### config.mk
export PLATFORM = sky130hd
export DESIGN_NAME = riscv_hazard_ctrl
export DESIGN_NICKNAME = d
export VERILOG_FILES = /design/src/rtl/riscv_hazard_ctrl.sv
export SDC_FILE = /design/constraint.sdc
export NUM_CORES = 1
export LEC_CHECK = 0
export CORE_MARGIN = 8
export CORE_UTILIZATION = 45
export CTS_CLUSTER_DIAMETER = 100
export DETAILED_ROUTE_END_ITERATION = 10
export DONT_BUFFER_PORTS = 1
export PLACE_DENSITY_LB_ADDON = 0.1
export SYNTH_ARGS = -nofsm -noshare
export SYNTH_HDL_FRONTEND = slang
export SYNTH_SLANG_ARGS = --single-unit
export TNS_END_PERCENT = 20
### constraint.sdc
create_clock -name i_clk -period 3.3 [get_ports i_clk]
set_clock_uncertainty 0.2 [all_clocks]
set_input_delay 0.66 -clock i_clk [delete_from_list [all_inputs] [get_ports i_clk]]
set_output_delay 0.66 -clock i_clk [all_outputs]
set_load 0.01 [all_outputs]
### src/rtl/riscv_hazard_ctrl.sv
// Purpose: hazard and sequencing control for the 5-stage core (stall/flush/forward, dmem wait FSM, perf counters).
// Latency: stall/flush/forward are combinational (zero latency); counters and o_mem_err update one cycle after the event.
// Backpressure: a data-memory wait holds F/D/E/M and bubbles W until ack; redirect and load-use are suppressed meanwhile.
//
// Ports:
//   i_clk, i_rstn                  clock, async active-low reset
//   i_rs1_d/i_rs2_d                D-stage sources
//   i_rs1_e/i_rs2_e/i_rd_e         E-stage sources and destination
//   i_load_e, i_pc_src_e           E-stage load flag, taken redirect
//   i_rd_m/i_reg_write_m           M-stage writeback
//   i_rd_w/i_reg_write_w           W-stage writeback
//   i_dmem_req_m, i_dmem_ack       data-memory handshake
//   i_cnt_clr                      sync clear of counters and o_mem_err
//   o_stall_*/o_flush_*            pipeline register controls
//   o_fwd_a_e/o_fwd_b_e            E operand select (00 RF, 01 W, 10 M)
//   o_mem_err                      sticky memory timeout flag
//   o_stall_cnt/o_flush_cnt        performance counters
module riscv_hazard_ctrl #(
  parameter int P_TO_W        = 8,
  parameter int P_MEM_TIMEOUT = 255
) (
  input  logic        i_clk,
  input  logic        i_rstn,
  input  logic [4:0]  i_rs1_d,
  input  logic [4:0]  i_rs2_d,
  input  logic [4:0]  i_rs1_e,
  input  logic [4:0]  i_rs2_e,
  input  logic [4:0]  i_rd_e,
  input  logic        i_load_e,
  input  logic        i_pc_src_e,
  input  logic [4:0]  i_rd_m,
  input  logic        i_reg_write_m,
  input  logic [4:0]  i_rd_w,
  input  logic        i_reg_write_w,
  input  logic        i_dmem_req_m,
  input  logic        i_dmem_ack,
  input  logic        i_cnt_clr,
  output logic        o_stall_f,
  output logic        o_stall_d,
  output logic        o_stall_e,
  output logic        o_stall_m,
  output logic        o_flush_d,
  output logic        o_flush_e,
  output logic        o_flush_w,
  output logic [1:0]  o_fwd_a_e,
  output logic [1:0]  o_fwd_b_e,
  output logic        o_mem_err,
  output logic [31:0] o_stall_cnt,
  output logic [31:0] o_flush_cnt
);

  typedef enum logic [1:0] {
    RUN      = 2'd0,
    MEM_WAIT = 2'd1,
    ERR      = 2'd2
  } state_t;

  localparam logic [P_TO_W-1:0] L_TIMEOUT = P_TO_W'(P_MEM_TIMEOUT);

  state_t            state;
  logic [P_TO_W-1:0] wait_cnt;
  logic              mem_stall;
  logic              load_use;
  logic              stall_evt;
  logic              flush_evt;

  // Once waiting, only the ack matters: the M register is held, so req is
  // implied even if the requester drops it.
  always_comb begin
    mem_stall = 1'b0;
    if (state == RUN) mem_stall = i_dmem_req_m & ~i_dmem_ack;
    else              mem_stall = ~i_dmem_ack;
  end

  assign load_use = i_load_e & (i_rd_e != 5'd0) &
                    ((i_rd_e == i_rs1_d) | (i_rd_e == i_rs2_d));

  // Redirect wins over load-use: the stalled D instruction is being flushed anyway.
  assign stall_evt = mem_stall | (load_use & ~i_pc_src_e);
  assign flush_evt = ~mem_stall & i_pc_src_e;

  always_comb begin
    o_stall_f = 1'b0;
    o_stall_d = 1'b0;
    o_stall_e = 1'b0;
    o_stall_m = 1'b0;
    o_flush_d = 1'b0;
    o_flush_e = 1'b0;
    o_flush_w = 1'b0;
    o_fwd_a_e = 2'b00;
    o_fwd_b_e = 2'b00;
    if (i_rstn) begin
      if (mem_stall) begin
        o_stall_f = 1'b1;
        o_stall_d = 1'b1;
        o_stall_e = 1'b1;
        o_stall_m = 1'b1;
        o_flush_w = 1'b1;
      end else if (i_pc_src_e) begin
        o_flush_d = 1'b1;
        o_flush_e = 1'b1;
      end else if (load_use) begin
        o_stall_f = 1'b1;
        o_stall_d = 1'b1;
        o_flush_e = 1'b1;
      end

      // M is the younger producer, so it takes priority over W; x0 never forwards.
      if (i_reg_write_m && (i_rd_m != 5'd0) && (i_rd_m == i_rs1_e))
        o_fwd_a_e = 2'b10;
      else if (i_reg_write_w && (i_rd_w != 5'd0) && (i_rd_w == i_rs1_e))
        o_fwd_a_e = 2'b01;

      if (i_reg_write_m && (i_rd_m != 5'd0) && (i_rd_m == i_rs2_e))
        o_fwd_b_e = 2'b10;
      else if (i_reg_write_w && (i_rd_w != 5'd0) && (i_rd_w == i_rs2_e))
        o_fwd_b_e = 2'b01;
    end
  end

  always_ff @(posedge i_clk or negedge i_rstn) begin
    if (!i_rstn) begin
      state     <= RUN;
      wait_cnt  <= '0;
      o_mem_err <= 1'b0;
    end else begin
      if (i_cnt_clr) o_mem_err <= 1'b0;
      case (state)
        RUN: begin
          if (i_dmem_req_m && !i_dmem_ack) begin
            state    <= MEM_WAIT;
            wait_cnt <= P_TO_W'(1);
          end
        end
        MEM_WAIT: begin
          if (i_dmem_ack) begin
            state    <= RUN;
            wait_cnt <= '0;
          end else if (wait_cnt == L_TIMEOUT) begin
            state <= ERR;
            if (!i_cnt_clr) o_mem_err <= 1'b1;
          end else begin
            wait_cnt <= wait_cnt + P_TO_W'(1);
          end
        end
        ERR: begin
          // Keep stalling until the memory finally answers.
          if (i_dmem_ack) begin
            state    <= RUN;
            wait_cnt <= '0;
          end
        end
        default: begin
          state    <= RUN;
          wait_cnt <= '0;
        end
      endcase
    end
  end

  always_ff @(posedge i_clk or negedge i_rstn) begin
    if (!i_rstn) begin
      o_stall_cnt <= 32'd0;
      o_flush_cnt <= 32'd0;
    end else if (i_cnt_clr) begin
      o_stall_cnt <= 32'd0;
      o_flush_cnt <= 32'd0;
    end else begin
      if (stall_evt) o_stall_cnt <= o_stall_cnt + 32'd1;
      if (flush_evt) o_flush_cnt <= o_flush_cnt + 32'd1;
    end
  end

endmodule
* After elaboration in Yosys (flattened, before gate mapping)
Cells that the tools add are included.
W data, S select, Z words.
** Word-level totals
- Bits in registers :: 75
- Output and inout port bits :: 76
** Cells by class
- $add $sub $neg :: 3
- Equal/unequal tests :: 13
- Multiplexer cells :: 38
- Bitwise operators :: 10
- Reduce and logical (&&, ||, !) cells :: 16
** Operators with widths (count)
- $mux W32 :: 4
- $add A32 B1 Y32 const B :: 2
- $mux W8 :: 4
- $eq A5 B5 Y1 :: 6
- $pmux W8 S3 :: 1
- $mux W1 :: 20
- $mux W2 :: 8
- $reduce_bool A5 Y1 :: 3
- $add A8 B1 Y8 const B :: 1
- $eq A8 B8 Y1 const B :: 1
- $logic_and A1 B1 Y1 :: 7
- $ne A3 B3 Y1 const B :: 2
- $pmux W2 S3 :: 1
- $reduce_and A3 Y1 :: 2
- $and A1 B1 Y1 :: 5
- $reduce_bool A2 Y1 :: 2
- $not A1 Y1 :: 3
- $eq A2 B1 Y1 const B :: 1
- $eq A2 B2 Y1 const B :: 1
- $logic_not A2 Y1 :: 1
- $ne A2 B1 Y1 const B :: 1
- $ne A2 B2 Y1 const B :: 1
- $or A1 B1 Y1 :: 2
- $logic_not A1 Y1 :: 1

* Logic depth before layout (Yosys ltp)
- Depth after elaboration :: 7
- Mapped depth :: 8
- Mapped depth without buffers :: 6

* Worst setup path after synthesis
Ideal clock, no wire load.
- Path kind :: input port to output port
- Start :: in i_rd_e[1]
- End :: out o_stall_f
- Data arrival time :: 2.116 ns
- Path slack :: 0.324 ns
- Cell stages on the path :: 8
- Cell sequence :: or4_1 o21ai_2 nor2_2 a21oi_4 buf_6 buf_6 nor2b_1 buf_4
** On the way
- Cells in the longest elaborated chain, start to end :: 7
** RTL lines
- start: declaration :: RTL line 28 : input logic [4:0] i_rd_e,
- $eq A5 B5 Y1 or $reduce_bool A5 Y1 (tied branches) :: RTL line 76, 75
- $or A1 B1 Y1 or $and A1 B1 Y1 (tied branches) :: RTL line 76, 75
- $and A1 B1 Y1 * :: RTL line 75 : assign load_use = i_load_e & (i_rd_e != 5'd0) &
- $mux W1 * (4 in series)
- end: declaration :: RTL line 38 : output logic o_stall_f,
Mark *: on every way between the ends. The rest lies on a longest branch, timed or not.

* Final worst setup path
- Start :: in i_rd_m[1]
- End :: out o_fwd_b_e[0]
** On the way
- Cells in the longest elaborated chain, start to end :: 5
** RTL lines
- start: declaration :: RTL line 31 : input logic [4:0] i_rd_m,
- $reduce_bool A5 Y1 :: RTL line 114 : if (i_reg_write_m && (i_rd_m != 5'd0) && (i_rd_m == i_rs2_e))
- $logic_and A1 B1 Y1 :: RTL line 114
- $logic_and A1 B1 Y1 * :: RTL line 114
- $mux W2 * :: RTL line 114
- $mux W2 * :: RTL line 92 : if (i_rstn) begin
- end: declaration :: RTL line 46 : output logic [1:0] o_fwd_b_e,
Marks and branches as above.

==> impl_metrics.yaml <==
setup_path:
  cp_top_family: "simple AND/OR/NAND/NOR gates"
  crit_buf_inv: 0
  worstSetupEndpointType: "output port"
  cp.arrival_ns: 2.02
  path_depth: 4
  crit_path_end: "o_fwd_b_e[0]"
  crit_path_top_delay_cell: "nor4_1"
  path_max_fanout: 3
  critPathKind: "in2out"
  cp_common_cell: "nor4_1"
  timing.rr.end: "o_stall_cnt[22]$_DFFE_PN0P_"
  worstSetupStartpointType: "input port"
  slowest_delay_ns: 0.54
  r2r_start: "o_stall_cnt[0]$_DFFE_PN0P_"
  critPathRequiredTime_ns: 2.44
  path_cells: "or4_1, o21ai_0, nor4_1, nor4_1"
  r2r_cells: 6
  cp-startpoint: "i_rd_m[1]"
  r2r_slack_ns: 0.79
floorplanning:
  core_area_sq_um: 9640
  io_pins: 120
  initial_core_util_pct: 45.8
  die_w_um: 115
  rows: 36
  dieHeight_um: 115
  dieArea_sq_um: 13200
clock_network:
  tritoncts: "built"
  insertion_delay_ns: 0.34
  cts_root_buffer: "clkbuf_8"
  cts_resized: 0
  htree_levels: 3
  numClockSinks: 75
  cts_max_path_buffers: 2
  clkTransAtPathRegs_ns: 0.08
  cts_made_buffers: 9
layout:
  utilization_pct: 48.7
  multi_input_comb_area_sq_um: 2360
  regArea_sq_um: 1880
  diodes: 0
  finalNetCount: 528
  fillCellCount: 970
  layout-drive-gt1-share_pct: 6.38
  syn2layout_area_growth_pct: 6.20
  fin_cells: 619
timing:
  max_slew.worst_pin.slew_ns: 0.557
  rsz0062_at_grt: "false"
  timing.hold.ws_ns: -0.00775
  period_minus_slack_ns: 2.88
  hold_violations: 7
  fin_tns_setup_ns: 0
  finalSetupViolCount: 0
  period_share_pct: 87.3
  slew_viol_final: 0
  slew_headroom_pct: 62.5
  max_freq_ghz: 0.347
drt:
  drc: 0
  vias: 3567
  avgRoutedWirePerCell_um: 17.7
  drtIter0Drc: 283
  avgViaCountPerCell: 5.76
  wl_mm: 11.0
  firstDrtPassIters: 4
  drt.antenna.violating_nets: 0
power:
  power_density_nw_per_um2: 390
  combinationalPowerShare_pct: 6.6
  seqPwrFrac_pct: 51.7
  p_sw_mw: 0.430
  p_int_mw: 1.40
  p_leak_nw: 1.77
  pwr-share-clk_pct: 41.8
  p_sw_share_pct: 23.5
  peakVddDrop_uv: 186
global_route:
  grt_pass1_wl_mm: 18.1
  grt_overflow: 0
  gr-usage-all-layers_pct: 17.0
  antenna_found_initial: 0
  grt_start_max_net_pins: 76
  grt_pass1_vias: 3478
synthesis:
  synth_area_per_cell_sq_um: 9.01
  synth_top_family_by_area: "simple AND/OR/NAND/NOR gates"
  synth_seq_cells: 75
  ys_seq_area_share_pct: 42.5
  synth.top_cells.by_count: "dfrtp_1, nor2_1, nand2_1"
  yosysMostFrequentCell: "dfrtp_1"
  synth_area_sq_um: 4420
  synth_fp_nets: 537
  synthSimpleGateAreaFrac_pct: 26.6
  yosysTopAreaCellShare_pct: 42.5
  netlist_instances: 490
  synth_top_area_cell: "dfrtp_1"
  synth.mux.area_fraction_pct: 0.227
  synth-main-ff-cell: "dfrtp_1"
  synth_edf_count: 0
  synth_compound_area_share_pct: 13.4
  synthAdderAreaFrac_pct: 0.850
  synth_cell_types: 56
  yosys_warnings: 0
  yosys-top-cells-area: "dfrtp_1, xnor2_1, xor2_1"
  synthXorXnorAreaFrac_pct: 12.3
  async_flop_share_pct: 100
placement:
  hpwl_mm: 7.58
  place_congestion: 0.799
  dp_cells: 602
  port_buffers: 0
status:
  status: "complete, but fails checks"
  violations: "hold timing"
worst_hold_path:
  hold_class: "in2async"
flow_run:
  maxCapViolations: 0
==> sequential cells by signal (all words and copies together), names as in the netlist <==
name	cells
o_flush_cnt	32
o_mem_err	1
wait_cnt	8
state	2
o_stall_cnt	32
==> kinds of logic (layout without fill, tap and decap cells) <==
logic type | count (synthesis) | in the layout
simple gates | 222 | 222
compound gates | 95 | 95
flops | 75 | 75
xor+xnor | 62 | 62
buf+inv | 32 | 28
fa+ha+maj | 3 | 3
mux | 1 | 1
==> per-layer routing <==
metal | part of all wire [%] | global-route usage [%] | up-vias
met5 | 0 | 0 | -
met4 | 0.75 | 4.99 | 0
met3 | 8.0 | 6.25 | 6
met2 | 49 | 28.1 | 75
met1 | 42 | 20.1 | 1747
li1 | - | - | 1739
==> through the flow <==
| step | hold WS (ns) | instance area [sq um] | power, mW | worst slack, ns |
|---|---|---|---|---|
| floorplan | 0.164 | 4420 | 1.07 | 0.324 |
| finish | -0.00775 | 4690 | 1.83 | 0.421 |
| detailed placement | 0.168 | 4450 | 1.07 | 0.411 |
| CTS | 0.00733 | 4690 | 1.86 | 0.411 |
| global route | 0.0113 | 4690 | 1.92 | 0.307 |
| global placement | 0.168 | 4450 | 1.06 | 0.431 |
==> how the worst min path moves through the flow <==
| stage | cells past startpoint | end | slack (ns) | startpoint |
|---|---|---|---|---|
| 3_5_place_dp | 0 | o_stall_cnt[27]$_DFFE_PN0P_ | 0.17 | i_rstn |
| 2_1_floorplan | 0 | o_flush_cnt[0]$_DFFE_PN0P_ | 0.16 | i_rstn |
| 5_1_grt | 1 | o_stall_cnt[14]$_DFFE_PN0P_ | 0.01 | i_rstn |
| 4_1_cts | 1 | o_stall_cnt[16]$_DFFE_PN0P_ | 0.007 | i_rstn |
| 3_3_place_gp | 0 | o_stall_cnt[27]$_DFFE_PN0P_ | 0.17 | i_rstn |
| 6_report | 1 | o_stall_cnt[24]$_DFFE_PN0P_ | -0.008 | i_rstn |
==> layout make-up <==
cell class | count | share of cell area [%]
well taps | 133 | 3.55
repair buffers | 4 | 1.07
clock inverters | 5 | 1.65
flip-flops and latches | 75 | 40.0
multi-input cells | 383 | 50.3
inverters | 8 | 0.640
clock buffers | 11 | 2.80
==> cell usage in the layout (no fill, tap or decap), drive strengths merged, types with 6 or more instances in the layout <==
| cell type | instances |
|---|---|
| nor4 | 6 |
| o31ai | 12 |
| o21ai | 27 |
| inv | 8 |
| dfrtp | 75 |
| nor2 | 53 |
| xor2 | 27 |
| and3 | 9 |
| xnor2 | 35 |
| nor3 | 16 |
| clkbuf | 11 |
| or3 | 15 |
| or4 | 16 |
| nand3 | 30 |
| nand2 | 38 |
| and2 | 6 |
| a21oi | 36 |
| nand4 | 15 |
==> timing repair <==
| item | CTS | global route |
|---|---|---|
| buffers inserted | 0 | 0 |
| endpoints found under the hold margin | 75 | 0 |
| hold buffers | 1 | 0 |
==> power by group through the flow <==
stage,Clock [mW],Sequential (mW),Combinational (mW)
after floorplan,0,0.958,0.111
after global placement,0,0.963,0.0986
after detailed placement,0,0.964,0.102
after CTS,0.788,0.946,0.124
after global routing,0.836,0.948,0.138
final,0.764,0.946,0.121
Power figures use the tool's default switching activity.
